**src/rtl/ssd_pkg.sv**
```systemverilog
// ============================================================================
// Module      : ssd_pkg
// Description : Shared types and constants for the seven-segment scan
//               controller. Holds the logic-low segment patterns, bits {g..a}.
// Revision    : 1.0 - initial release
// ============================================================================
`default_nettype none

package ssd_pkg;

  typedef logic [6:0] seg_t;

  // All segments dark (logic-low bus, so every bit high).
  localparam seg_t SEG_OFF     = 7'h7F;
  // Shown for a nibble that cannot be decoded (X/unknown).
  localparam seg_t SEG_INVALID = 7'h36;

  // Hex digit glyphs 0..F, logic-low, {g,f,e,d,c,b,a}.
  localparam seg_t SEG_TABLE [16] = '{
    7'h40, 7'h79, 7'h24, 7'h30, 7'h19, 7'h12, 7'h02, 7'h78,
    7'h00, 7'h18, 7'h08, 7'h03, 7'h46, 7'h21, 7'h06, 7'h0E
  };

endpackage

`default_nettype wire

```
**src/rtl/ssd_segment_lut.sv**
```systemverilog
// ============================================================================
// Module      : ssd_segment_lut
// Description : Combinational hex nibble to logic-low segment decoder. A
//               nibble that matches no table entry (X/unknown) decodes to
//               SEG_INVALID.
// Revision    : 1.0 - initial release
// ============================================================================
`default_nettype none

module ssd_segment_lut
  import ssd_pkg::*;
(
  input  logic [3:0] i_nibble,
  output seg_t       o_seg
);

  // Table lookup; an unknown nibble never compares equal, so it keeps the default.
  always_comb begin
    o_seg = SEG_INVALID;
    for (int k = 0; k < 16; k++) begin
      if (i_nibble == 4'(k)) begin
        o_seg = SEG_TABLE[k];
      end
    end
  end

endmodule

`default_nettype wire

```
**src/rtl/ssd_scan_controller.sv**
```systemverilog
// ============================================================================
// Module      : ssd_scan_controller
// Description : Time-multiplexes NUM_DIGITS hex digits onto a shared
//               logic-low segment bus with active-low digit enables. A host
//               word is staged by Load and committed only at a frame boundary,
//               acknowledged by a one-cycle Ack.
//               Optional macro LEADING_ZERO_BLANK_EN: blank leading zero
//               digits (never digit 0) when a word is committed.
// Revision    : 1.0 - initial release
// ============================================================================
`default_nettype none

module ssd_scan_controller
  import ssd_pkg::*;
#(
  parameter int NUM_DIGITS  = 4,
  parameter int REFRESH_DIV = 50000,
  parameter int CNT_W       = $clog2(REFRESH_DIV)
) (
  input  logic                    Clock,
  input  logic                    Reset,
  input  logic [4*NUM_DIGITS-1:0] Value,
  input  logic [NUM_DIGITS-1:0]   Blank,
  input  logic                    Load,
  output logic                    Ack,
  output logic                    Pending,
  output seg_t                    Segments,
  output logic [NUM_DIGITS-1:0]   DigitEn
);

  localparam int               IDX_W    = (NUM_DIGITS > 1) ? $clog2(NUM_DIGITS) : 1;
  localparam logic [CNT_W-1:0] CNT_LAST = CNT_W'(REFRESH_DIV - 1);
  localparam logic [IDX_W-1:0] IDX_LAST = IDX_W'(NUM_DIGITS - 1);

  logic [CNT_W-1:0]        cnt_q, cnt_d;
  logic [IDX_W-1:0]        idx_q, idx_d;
  logic [4*NUM_DIGITS-1:0] stg_value_q, stg_value_d;
  logic [4*NUM_DIGITS-1:0] com_value_q, com_value_d;
  logic [NUM_DIGITS-1:0]   stg_blank_q, stg_blank_d;
  logic [NUM_DIGITS-1:0]   com_blank_q, com_blank_d;
  logic                    pending_q, pending_d;
  logic                    ack_q, ack_d;
  seg_t                    seg_q, seg_d;
  logic [NUM_DIGITS-1:0]   en_q, en_d;

  logic                    w_slot_end;
  logic                    w_frame_end;
  logic                    w_commit;
  logic [NUM_DIGITS-1:0]   w_auto_blank;
  logic [3:0]              w_nibble;
  logic                    w_blank;
  seg_t                    w_seg;

  // Slot counter and digit index; the frame ends on the last slot of the last digit.
  always_comb begin
    w_slot_end  = (cnt_q == CNT_LAST);
    w_frame_end = w_slot_end && (idx_q == IDX_LAST);
    cnt_d       = w_slot_end ? '0 : cnt_q + 1'b1;
    idx_d       = idx_q;
    if (w_slot_end) begin
      idx_d = (idx_q == IDX_LAST) ? '0 : idx_q + 1'b1;
    end
  end

  // Leading-zero mask derived from the staged word, applied as it is committed.
  always_comb begin
`ifdef LEADING_ZERO_BLANK_EN
    logic zero_run;
    zero_run     = 1'b1;
    w_auto_blank = '0;
    for (int k = NUM_DIGITS - 1; k >= 1; k--) begin
      zero_run        = zero_run && (stg_value_q[4*k +: 4] == 4'h0);
      w_auto_blank[k] = zero_run;
    end
`else
    w_auto_blank = '0;
`endif
  end

  // Staging and commit: a Load in the commit cycle re-arms Pending with the newer word.
  always_comb begin
    w_commit    = w_frame_end && pending_q;
    stg_value_d = stg_value_q;
    stg_blank_d = stg_blank_q;
    com_value_d = com_value_q;
    com_blank_d = com_blank_q;
    pending_d   = pending_q;
    ack_d       = w_commit;
    if (w_commit) begin
      com_value_d = stg_value_q;
      com_blank_d = stg_blank_q | w_auto_blank;
      pending_d   = 1'b0;
    end
    if (Load) begin
      stg_value_d = Value;
      stg_blank_d = Blank;
      pending_d   = 1'b1;
    end
  end

  // Select the committed nibble and blank flag for the digit currently being scanned.
  always_comb begin
    w_nibble = '0;
    w_blank  = 1'b1;
    for (int k = 0; k < NUM_DIGITS; k++) begin
      if (idx_q == IDX_W'(k)) begin
        w_nibble = com_value_q[4*k +: 4];
        w_blank  = com_blank_q[k];
      end
    end
  end

  ssd_segment_lut u_lut (
    .i_nibble (w_nibble),
    .o_seg    (w_seg)
  );

  // Next segment/enable pattern; a blanked digit keeps its enable off too.
  always_comb begin
    seg_d = w_blank ? SEG_OFF : w_seg;
    en_d  = '1;
    for (int k = 0; k < NUM_DIGITS; k++) begin
      if ((idx_q == IDX_W'(k)) && !w_blank) begin
        en_d[k] = 1'b0;
      end
    end
  end

  // State and output registers with synchronous reset to a dark display.
  always_ff @(posedge Clock) begin
    if (Reset) begin
      cnt_q       <= '0;
      idx_q       <= '0;
      stg_value_q <= '0;
      com_value_q <= '0;
      stg_blank_q <= '1;
      com_blank_q <= '1;
      pending_q   <= 1'b0;
      ack_q       <= 1'b0;
      seg_q       <= SEG_OFF;
      en_q        <= '1;
    end else begin
      cnt_q       <= cnt_d;
      idx_q       <= idx_d;
      stg_value_q <= stg_value_d;
      com_value_q <= com_value_d;
      stg_blank_q <= stg_blank_d;
      com_blank_q <= com_blank_d;
      pending_q   <= pending_d;
      ack_q       <= ack_d;
      seg_q       <= seg_d;
      en_q        <= en_d;
    end
  end

  assign Ack      = ack_q;
  assign Pending  = pending_q;
  assign Segments = seg_q;
  assign DigitEn  = en_q;

endmodule

`default_nettype wire
```
**config.mk**
```make
export PLATFORM = sky130hd
export DESIGN_NAME = ssd_scan_controller
export DESIGN_NICKNAME = d
export VERILOG_FILES = /design/src/rtl/ssd_pkg.sv /design/src/rtl/ssd_segment_lut.sv /design/src/rtl/ssd_scan_controller.sv
export SDC_FILE = /design/constraint.sdc
export NUM_CORES = 1
export LEC_CHECK = 0
export CAP_MARGIN = 20
export CORE_ASPECT_RATIO = 0.7
export CORE_MARGIN = 8
export CORE_UTILIZATION = 33
export DETAILED_ROUTE_END_ITERATION = 8
export HOLD_SLACK_MARGIN = 0.06
export MAX_ROUTING_LAYER = met4
export PLACE_DENSITY_LB_ADDON = 0.1
export SKIP_CTS_REPAIR_TIMING = 1
export SLEW_MARGIN = 20
export SYNTH_ARGS = -nofsm -noshare
export SYNTH_HDL_FRONTEND = slang
export SYNTH_SLANG_ARGS = --single-unit
```
**constraint.sdc**
```tcl
create_clock -name Clock -period 2.33 [get_ports Clock]
set_clock_uncertainty 0.15 [all_clocks]
set_input_delay 0.233 -clock Clock [delete_from_list [all_inputs] [get_ports Clock]]
set_output_delay 0.233 -clock Clock [all_outputs]
set_load 0.01 [all_outputs]
```
### Yosys cells after proc, flatten, opt, wreduce, memory -nomap -nowiden

Index checks and enable logic that the tools add are counted.

* register bits after elaboration: 71

* reduce and logical (&&, ||, !) cells: 14
* add/subtract/negate cells: 2
* multiplexer cells: 31
* equal/unequal tests: 19

Operators with widths (number)
* 2-to-1 mux 7 bit: 16
* == test 4 bit (second input constant): 8
* adder 16 x 1 -> 16 bit (second input constant): 1
* == test 16 bit (second input constant): 1
* == test 4 x 3 -> 1 bit (second input constant): 4
* 2-to-1 mux 4 bit: 4
* 2-to-1 mux 1 bit: 10
* == test 4 x 2 -> 1 bit (second input constant): 2
* logical AND 1 bit: 6
* == test 2 bit (second input constant): 2
* == test 4 x 1 -> 1 bit (second input constant): 1
* logical NOT 4 bit: 1
* OR reduction 2 bit: 2
* OR reduction 4 bit: 1
* OR reduction 3 bit: 1
* adder 2 x 1 -> 2 bit (second input constant): 1
* == test 2 x 1 -> 1 bit (second input constant): 1
* logical NOT 2 bit: 1
* 2-to-1 mux 2 bit: 1
* nonzero test 2 bit: 1
* logical NOT 1 bit: 1

### Depth between registers and ports, before layout

Gate-level depths: netlist (run 1).

* depth in word-level cells: 22
* mapped depth: 9
* gate-level depth less buffers: 7

### By module

A second synthesis (run 1) with hierarchy kept.

* cells, all modules: 337
* area total of the unflattened synthesis: 3144.3 um^2

Modules (own cells, without submodules)
* ssd_scan_controller: area each 2970.3 um^2, cells each 308, sequential area each 1421.4 um^2, instances 1
* ssd_segment_lut: area each 173.9 um^2, cells each 29, sequential area each 0.0 um^2, instances 1

### Worst setup path after synthesis (run 1)

OpenSTA, ideal clock, no wires.

* path type: reg-to-reg
* start point: reg idx_q[1]
* end point: reg seg_q[5], in the netlist Segments[5]
* slack: 0.261 ns
* setup time: 0.079 ns
* clock period less this slack: 2.069 ns
* cell stages (with the launch flop): 9
* buffers on the path: 2
* data arrival time: 1.840 ns
* required time: 2.101 ns
* cell sequence: dfxtp_1 inv_1 ha_1 buf_2 nand3b_1 a221o_1 buf_2 maj3_1 o211ai_1

* cells in the longest elaborated chain, start to end: 22

RTL lines
* start: declaration: RTL line ssd_scan_controller.sv:36 `logic [IDX_W-1:0] idx_q, idx_d;`
* start signal: assignment: RTL line ssd_scan_controller.sv:144 `idx_q <= idx_d;`
* logical NOT 2 bit: RTL line ssd_scan_controller.sv:106 `if (idx_q == IDX_W'(k)) begin`
* 2-to-1 mux 4 bit (4 in a row): RTL line ssd_scan_controller.sv:106
* logical NOT 4 bit: RTL line ssd_segment_lut.sv:21 `if (i_nibble == 4'(k)) begin`
* 2-to-1 mux 7 bit (16 in a row): RTL line ssd_segment_lut.sv:21
* end signal: assignment: RTL line ssd_scan_controller.sv:151 `seg_q <= seg_d;`
* end: declaration: RTL line ssd_scan_controller.sv:43 `seg_t seg_q, seg_d;`

Parallel ways exist; a longest one is shown, timed or not.
A chain may end at the register's enable or synchronous reset.

### Final worst setup path (run 1)

* start point: reg idx_q[1]
* end point: reg seg_q[0], in the netlist Segments[0]

* cells in the longest elaborated chain, start to end: 21

RTL lines (RTL line)
* logical NOT 2 bit: ssd_scan_controller.sv:106
* 2-to-1 mux 4 bit (4 in a row): ssd_scan_controller.sv:106
* == test 4 x 1 -> 1 bit: ssd_segment_lut.sv:21
* 2-to-1 mux 7 bit (15 in a row): ssd_segment_lut.sv:21

Parallel ways exist; a longest one is shown, timed or not.

==> flow_summary.toml, run 1 <==
[setup_path]
required_ns = 2.40
arrival_ns = 2.22
rr_worst_depth = 7
setup.worst_path.end_class = "register"
worst_path_largest_cell_delay_ns = 0.48
critPathLaunchType = "register"
slowest_stage = "a221o_2"
r2r-start = "idx_q[1]$_SDFFE_PP0N_"
crit_path_cell_trace = "inv_1 -> ha_2 -> a211oi_1 -> a221o_2 -> nor2_1 -> nor4_1 -> a211o_1"
cp_max_fo = 12
r2r-end = "Segments[0]$_SDFF_PP1_"
crit_type = "register to register"
rrSetupSlack_ns = 0.18

[layout]
register_area_mm2 = 0.001421
final_cell_mix = "dfxtp_1 (71), nand2_1 (53), nor2_1 (42)"
synthToLayoutAreaGrowth_pct = 27.98
final_cell_area_mm2 = 0.003875
fillers = 902
drive_gt1_frac = 0.1649
multiInputGateArea_mm2 = 0.001508
final_common_cell = "dfxtp_1"
num-nets-final = 400
antenna_cells = 0

[placement]
place_congestion = 0.7564
dp_slack_ns = 0.01641
dp_hpwl_um = 4646
io_buffers = 35
postPlaceCellArea_mm2 = 0.003531

[synth]
synthCells = 330
ys_seq_area_frac = 0.4694
synth_fp_nets = 358
ys_seq_elements = 71
synth_warnings = 0
avgSynthCellArea_um2 = 9.175
ys_types = 43
netlist_area_mm2 = 0.003028

[floorplan]
dieArea_mm2 = 0.01255
die_w_um = 130.5
initial_utilization = 0.3365
pin_count = 36
coreArea_mm2 = 0.008999
fp.dieH_um = 96.14
rows = 29

[timing]
hold_ws_ns = 0.3086
rsz0062_at_grt = "no"
fin_crit_ns = 2.154
fmax_ghz = 0.4642
setup_tns_ns = 0
fin_crit_sh = 0.9246
layout_setup_ws_ns = 0.1756
hold_viol = 0
slew_headroom = 0.6373
finalSetupViolations = 0
tightestPinTransition_ns = 0.5440
final-max-slew-violation-count = 0

[power_and_ir_drop]
peakVddDrop_uv = 470.7
leakagePower_nw = 1.367
p_per_area_mw_per_mm2 = 686.6

[clock_tree]
htree_levels = 3
cts_tree = "yes"
clock_path_buffers = 2
cts_root_buf = "clkbuf_16"
worst_skew_pair.late_latency_ns = 0.33
cts_buffers = 9
clkSlewWorstSetupHoldPaths_ns = 0.05
cts.sinks = 71

[grt]
grt_pass1_vias = 2184
grt_max_degree = 45
grt_usage = 0.1165
antenna_found_initial = 0
overflow = 0
grt_pass1_wl_um = 10920

[drt]
dr_total_vias = 2319
routedWlPerCell_um = 13.16
drt_iter0_drc = 158
drcViolationCount = 0
vias_per_cell = 4.638
ant_nets = 0
dr.pass1.iters = 4
drt-total-wl_um = 6579

[status]
status = "finished clean"

[flow_run]
cap_viol_max_count = 0

[hold_path]
hold_path_depth = 1
min_to = "cnt_q[0]$_SDFF_PP0_"
hp-start = "cnt_q[0]$_SDFF_PP0_"
hold_path.class = "register to register"
==> how the worst max path moves through the flow <==
| stage | start | to | slack, ns | depth (start not counted) |
|---|---|---|---|---|
| after CTS | idx_q[0]$_SDFFE_PP0N_ | Segments[0]$_SDFF_PP1_ | 0.02 | 7 |
| final | idx_q[1]$_SDFFE_PP0N_ | Segments[0]$_SDFF_PP1_ | 0.18 | 7 |
| after detailed placement | idx_q[0]$_SDFFE_PP0N_ | Segments[0]$_SDFF_PP1_ | 0.02 | 7 |
| after global routing | idx_q[1]$_SDFFE_PP0N_ | Segments[1]$_SDFF_PP1_ | 0.01 | 7 |
| after global placement | idx_q[1]$_SDFFE_PP0N_ | Segments[3]$_SDFF_PP1_ | 0.17 | 7 |
| after floorplan | idx_q[1]$_SDFFE_PP0N_ | Segments[5]$_SDFF_PP1_ | 0.26 | 8 |
==> power by group <==
part           internal (mW)  leakage, nW  total [mW]  switching, mW
registers               1.24        0.578        1.26         0.0166
logic                 0.0676        0.649       0.116         0.0489
clock network          0.797        0.140        1.29          0.489
==> registers in the layout, indices dropped and copies added (netlist names) <==
register / count
cnt_q: 16
com_value_q: 16
stg_value_q: 16
Segments: 7
DigitEn: 4
com_blank_q: 4
stg_blank_q: 4
idx_q: 2
Ack: 1
Pending: 1
==> cells by family (layout without fill, tap and decap cells) <==
kind of cell | Yosys count | in the layout | synth area share
AO/OA/AOI/OAI | 48 | 48 | 0.1322
XOR/XNOR | 14 | 14 | 0.04050
adder cells (fa/ha/maj) | 6 | 6 | 0.02397
buffers and inverters | 28 | 74 | 0.04422
flip-flops | 71 | 71 | 0.4694
multiplexers | 18 | 18 | 0.05950
AND/OR/NAND/NOR | 145 | 145 | 0.2302
==> per-stage QoR <==
stage / util / power (mW) / cells
after floorplan: - / 1.343 / 330
after global placement: 0.3924 / 1.400 / 482
after detailed placement: 0.3924 / 1.401 / 482
after CTS: 0.4239 / 2.712 / 497
after global routing: 0.4306 / 2.782 / 500
final: 0.4306 / 2.660 / 500
==> worst max-delay path, delay by kind of cell (launching register included) <==
kind | cells | cell delay [ns]
DFF | 1 | 0.33
adders and majority gates | 1 | 0.32
and+or+nand+nor | 2 | 0.31
buffers and inverters | 1 | 0.10
AOI/OAI and AO/OA | 3 | 0.83
==> per-layer routing <==
layer / global-route usage / part of all wire / wire (µm)
met1: 0.1605 / 0.55 / 3605
met2: 0.1462 / 0.38 / 2524
met3: 0.04704 / 0.060 / 397
met4: 0.04186 / 0.0078 / 51
met5: - / 0 / 0
==> area by class of cell <==
class | instances | area share
inverter | 9 | 0.008718
clock buffer | 12 | 0.06878
timing repair buffer | 50 | 0.1221
tap | 124 | 0.04004
clock inverter | 3 | 0.004520
multi-input combinational | 231 | 0.3891
sequential | 71 | 0.3668
==> cell usage after synthesis (all sizes together) <==
master | count | share of area
nor4 | 4 | 0.010
maj3 | 1 | 0.0033
xor2 | 5 | 0.014
xnor2 | 9 | 0.026
buf | 13 | 0.026
nand2b | 3 | 0.0062
a221o | 2 | 0.0066
nand3b | 8 | 0.020
a211o | 5 | 0.014
or2 | 1 | 0.0021
a221oi | 3 | 0.017
clkbuf | 6 | 0.0074
ha | 5 | 0.021
o21ai | 3 | 0.0050
nor3 | 4 | 0.010
o31ai | 2 | 0.0050
a21boi | 2 | 0.0050
and4 | 1 | 0.0037
nor2b | 6 | 0.012
a211oi | 5 | 0.012
nand2 | 54 | 0.068
nand4 | 3 | 0.0062
mux2i | 18 | 0.060
inv | 9 | 0.011
o211ai | 1 | 0.0025
and2 | 1 | 0.0021
o221ai | 2 | 0.0058
dfxtp | 71 | 0.47
or4b | 1 | 0.0045
nor2 | 42 | 0.052
nor3b | 5 | 0.012
or3 | 1 | 0.0021
nand3 | 11 | 0.018
a21oi | 23 | 0.059
No activity file was read; power rests on OpenSTA's default activity.
==> inputs of run 2 (changes only) <==
Settings changed: CORE_MARGIN 8 to 1, CORE_UTILIZATION 33 to 55.
==> flow_summary.toml, run 2 (synthesis gave the netlist of run 1 again) <==
[grt]
grt_pass1_wl_um = 9653
antenna_found_initial = 0
grt_usage = 0.2202
grt_pass1_vias = 2087
grt_max_degree = 42
overflow = 0

[clock_tree]
cts_tree = "yes"
cts_buffers = 9
cts.sinks = 71
clock_path_buffers = 2
htree_levels = 3
cts_root_buf = "clkbuf_8"
clkSlewWorstSetupHoldPaths_ns = 0.07
worst_skew_pair.late_latency_ns = 0.35

[floorplan]
fp.dieH_um = 64.08
rows = 22
die_w_um = 90.69
coreArea_mm2 = 0.005258
initial_utilization = 0.5759
dieArea_mm2 = 0.005811
pin_count = 36

[layout]
final_cell_area_mm2 = 0.003696
largestRegisters = "cnt_q (16), com_value_q (16), stg_value_q (16)"
synthToLayoutAreaGrowth_pct = 22.07
final_cell_mix = "dfxtp_1 (71), nand2_1 (53), nor2_1 (42)"
drive_gt1_frac = 0.1555
final_common_cell = "dfxtp_1"
num-nets-final = 396
antenna_cells = 0

[power_and_ir_drop]
internal_power_mw = 1.855
p_clk_frac = 0.422
peakVddDrop_uv = 417.3
leakagePower_nw = 1.300
switching_share = 0.2171
pwr-share-seq = 0.530
p_per_area_mw_per_mm2 = 641.2
pwr-share-comb = 0.048
power_switching_mw = 0.5145

[drt]
wl_met3_um = 245
dr_total_vias = 2330
vias_per_cell = 5.236
drt-total-wl_um = 5846
ant_nets = 0
dr.pass1.iters = 5
drt-met1-wl_um = 2973
drcViolationCount = 0
routed-wl-met2_um = 2520
drt_iter0_drc = 115
routedWlPerCell_um = 13.14
highest_layer = "met4"

[timing]
layout_setup_ws_ns = 0.1363
fin_crit_sh = 0.9415
final-max-slew-violation-count = 0
finalSetupViolations = 0
hold_viol = 0
tightestPinTransition_ns = 0.4776
fmax_ghz = 0.4558
slew_headroom = 0.6809
fin_crit_ns = 2.194
hold_ws_ns = 0.3132

[placement]
place_congestion = 0.8678
io_buffers = 35
postPlaceCellArea_mm2 = 0.003438
dp_slack_ns = 0.07040
dp_hpwl_um = 3944

[setup_path]
worst_path_largest_cell_delay_ns = 0.42
crit_path_cell_trace = "inv_1 -> ha_2 -> nor3b_1 -> a221o_2 -> and2_1 -> a211oi_1 -> o21ai_0"
cp_max_fo = 12
required_ns = 2.40
arrival_ns = 2.26
setup.worst_path.end_class = "register"
critPathLaunchType = "register"
crit_type = "register to register"
slowest_stage = "a221o_2"

[status]
status = "finished clean"

[flow_run]
cap_viol_max_count = 0

[hold_path]
hold_path.class = "register to register"
## run 2: metrics by stage
stage	instances	setup TNS (ns)	total power [mW]	util
after floorplan	330	0	1.343	-
after global placement	428	0	1.394	0.6540
after detailed placement	428	0	1.397	0.6540
after CTS	444	0	2.387	0.6935
after global routing	445	-0.005593	2.456	0.7030
final	445	0	2.370	0.7030
## run 2: worst paths after layout
kind	endpoint	cells past startpoint	start	slack, ns
max reg2reg	Segments[3]$_SDFF_PP1_	7	idx_q[0]$_SDFFE_PP0N_	0.14
min reg2reg	com_value_q[13]$_SDFFE_PP0P_	2	com_value_q[13]$_SDFFE_PP0P_	0.31
max	Segments[3]$_SDFF_PP1_	7	idx_q[0]$_SDFFE_PP0N_	0.14
min	com_value_q[13]$_SDFFE_PP0P_	2	com_value_q[13]$_SDFFE_PP0P_	0.31
## run 2: power by group through the flow
stage               Sequential [mW]  Combinational, mW  Clock, mW
floorplan                      1.28             0.0636          0
global placement               1.28              0.111          0
detailed placement             1.28              0.113          0
CTS                            1.26              0.113       1.02
global route                   1.26              0.127       1.07
finish                         1.26              0.114       1.00
## run 2: final cells by class
type	instances	area (µm²)
Clock buffer	11	151.4
Fill cell	432	1562
Multi-Input combinational cell	231	1513
Tap cell	72	90.09
Clock inverter	5	56.30
Timing Repair Buffer	46	430.4
Sequential cell	71	1421
Inverter	9	33.78
## run 2: critical path: cells and delay by family (launching register included)
kind                       cells  cell delay [ns]
AOI/OAI and AO/OA              3             0.77
adders and majority gates      1             0.27
buffers and inverters          1             0.10
DFF                            1             0.41
and+or+nand+nor                2             0.37
## run 2: per-layer routing
layer | vias to the layer above | global-route usage
met1 | 1076 | 0.2874
met4 | 0 | 0.1008
met5 | - | -
met3 | 12 | 0.06667
met2 | 40 | 0.3134
li1 | 1202 | -
==> variant, RTL diff (flow settings as in run 2) <==
Remove the register `en_q`: a continuous assignment takes its place, so the output `DigitEn` follows one clock earlier.
--- a/src/rtl/ssd_scan_controller.sv
+++ b/src/rtl/ssd_scan_controller.sv
@@ -138,7 +138,6 @@
       pending_q   <= 1'b0;
       ack_q       <= 1'b0;
       seg_q       <= SEG_OFF;
-      en_q        <= '1;
     end else begin
       cnt_q       <= cnt_d;
       idx_q       <= idx_d;
@@ -149,9 +148,10 @@
       pending_q   <= pending_d;
       ack_q       <= ack_d;
       seg_q       <= seg_d;
-      en_q        <= en_d;
     end
   end
+
+  assign en_q = en_d;
 
   assign Ack      = ack_q;
   assign Pending  = pending_q;
Behaviour: same outputs for any inputs over 10 cycles, from zero or initial values and one cycle with Reset high; that may be too few to reach the edited logic, so the function may still have changed.
==> variant against run 2 <==
Sequential share of layout area shrank 1.1 points. Critical path depth shrank 4. Largest cell class unchanged. Synthesized area shrank 3.0%. Highest routed layer unchanged. Sequential cell count shrank 4. Final area shrank 2.4%. Routed wire length grew 2.0%. Setup slack gained 0.051 ns. Total power grew 4.8%. Cell count shrank 1.1%. Register-to-register slack gained 0.10 ns. First-iteration DRC count grew 28%.
==> variant: results (changes against run 2) <==
| Metric | Value |
|---|---|
| Run status | `completed (unchanged)` |
| Worst VDD drop | `0.000455 V (was 0.000417 V)` |
| Total track usage | `0.248 (was 0.220)` |
| Via count | `2367 (was 2330)` |
| Layout fillers | `384 (was 432)` |
| DP Wirelength | `4080 µm (was 3940 µm)` |
| Top cell types by occurrence after synthesis | `67 x dfxtp_1, 54 x nand2_1, 38 x nor2_1 (was 71 x dfxtp_1, 53 x nand2_1, 42 x nor2_1)` |
| Hold Path Origin | `cnt_q[0] (was com_value_q[13])` |
| Worst-margin pin slew | `0.577 ns (was 0.478 ns)` |
| Maximum fanout along the worst path | `17 (was 12)` |
| Endpoint of the most critical register-to-register path | `Segments[4] (was Segments[3])` |
| Global-route met3 utilization | `0.0839 (was 0.0667)` |
| Cell type of the slowest stage on the worst timing path | `clkdlybuf4s50_1 (was a221o_2)` |
| Worst hold slack | `0.296 ns (was 0.313 ns)` |
| Sequential-to-total area share from yosys stat | `0.457 (was 0.469)` |
| Multiplexer share of the synthesized area | `0.0614 (was 0.0595)` |
| Number of cells on the worst hold path | `1 (was 2)` |
| Xor and xnor area share after synthesis | `0.0388 (was 0.0405)` |
| Share of synthesized cell area in full adder, half adder and majority cells | `0.0247 (was 0.0240)` |
| Largest stage delay on the critical path | `0.50 ns (was 0.42 ns)` |
| Number of detailed-route iterations in the first pass | `4 (was 5)` |
| Worst Hold End | `cnt_q[0] (was com_value_q[13])` |
| Gate count after technology mapping | `333 (was 330)` |
| Gate family responsible for the most delay along the worst path | `buffers and inverters (was compound AO/OA/AOI/OAI gates)` |
| Grt met2 use | `0.338 (was 0.313)` |
| Data arrival time of the critical path | `1.76 ns (was 2.26 ns)` |
| Leakage power of the design | `1.36 nW (was 1.30 nW)` |
| Cell depth of the worst flop-to-flop path | `6 (was 7)` |
| Mapped Nets | `361 (was 358)` |
| Number of DRC violations after detailed-routing iteration 0 | `147 (was 115)` |
| Placer's final routability congestion estimate | `0.846 (was 0.868)` |
[variant: cell count changes after synthesis, moves of 3 or more]
cell,delta
a21oi_1,+20
a21oi_2,-17
nor3_1,+5
and3_1,+4
dfxtp_1,-4
nor2_1,-4
a211oi_1,-3
nand3_1,-3
nor4_1,-3
o21ai_0,+3
xnor2_1,-3
[variant: worst max-delay path by stage]
stage	cells past startpoint	endpoint	slack [ns]
after floorplan	8	Segments[4]	0.23
after global placement	6	Segments[4]	0.14
after global routing	3	DigitEn[3]	0.08
final	3	DigitEn[3]	0.19
after detailed placement	6	Segments[4]	0.04
after CTS	7	DigitEn[1]	-0.33
[variant: layout make-up]
| cell class | instances | area share |
|---|---|---|
| clock buffers | 9 | 0.0343 |
| clock inverters | 7 | 0.0343 |
| inverters | 8 | 0.00832 |
| multi-input cells | 237 | 0.410 |
| flip-flops and latches | 67 | 0.373 |
| well taps | 69 | 0.0239 |
| repair buffers | 43 | 0.116 |
[variant: kinds of logic after synthesis]
| logic type | Yosys count |
|---|---|
| xor+xnor | 13 |
| mux | 18 |
| compound gates | 51 |
| simple gates | 149 |
| fa+ha+maj | 6 |
| flops | 67 |
| buf+inv | 29 |
[variant: stage by stage]
| stage | utilization | TNS [ns] | setup slack (ns) | cell area, µm² |
|---|---|---|---|---|
| 2_1_floorplan | - | 0 | 0.231 | 2940 |
| 3_3_place_gp | 0.668 | 0 | 0.136 | 3320 |
| 3_5_place_dp | 0.668 | 0 | 0.0406 | 3320 |
| 4_1_cts | 0.718 | -1.03 | -0.326 | 3570 |
| 5_1_grt | 0.726 | 0 | 0.0847 | 3610 |
| 6_report | 0.726 | 0 | 0.188 | 3610 |
[variant: power groups by stage]
stage	Clock, mW	Combinational, mW	Sequential, mW
CTS	1.20	0.113	1.19
global placement	0	0.109	1.21
floorplan	0	0.0611	1.21
detailed placement	0	0.112	1.21
global route	1.26	0.124	1.19
finish	1.19	0.111	1.19
[variant: layer usage]
metal / wire length, µm / share of wire
met3: 329 / 0.055
met2: 2440 / 0.41
met5: 0 / 0
met4: 84 / 0.014
met1: 3110 / 0.52
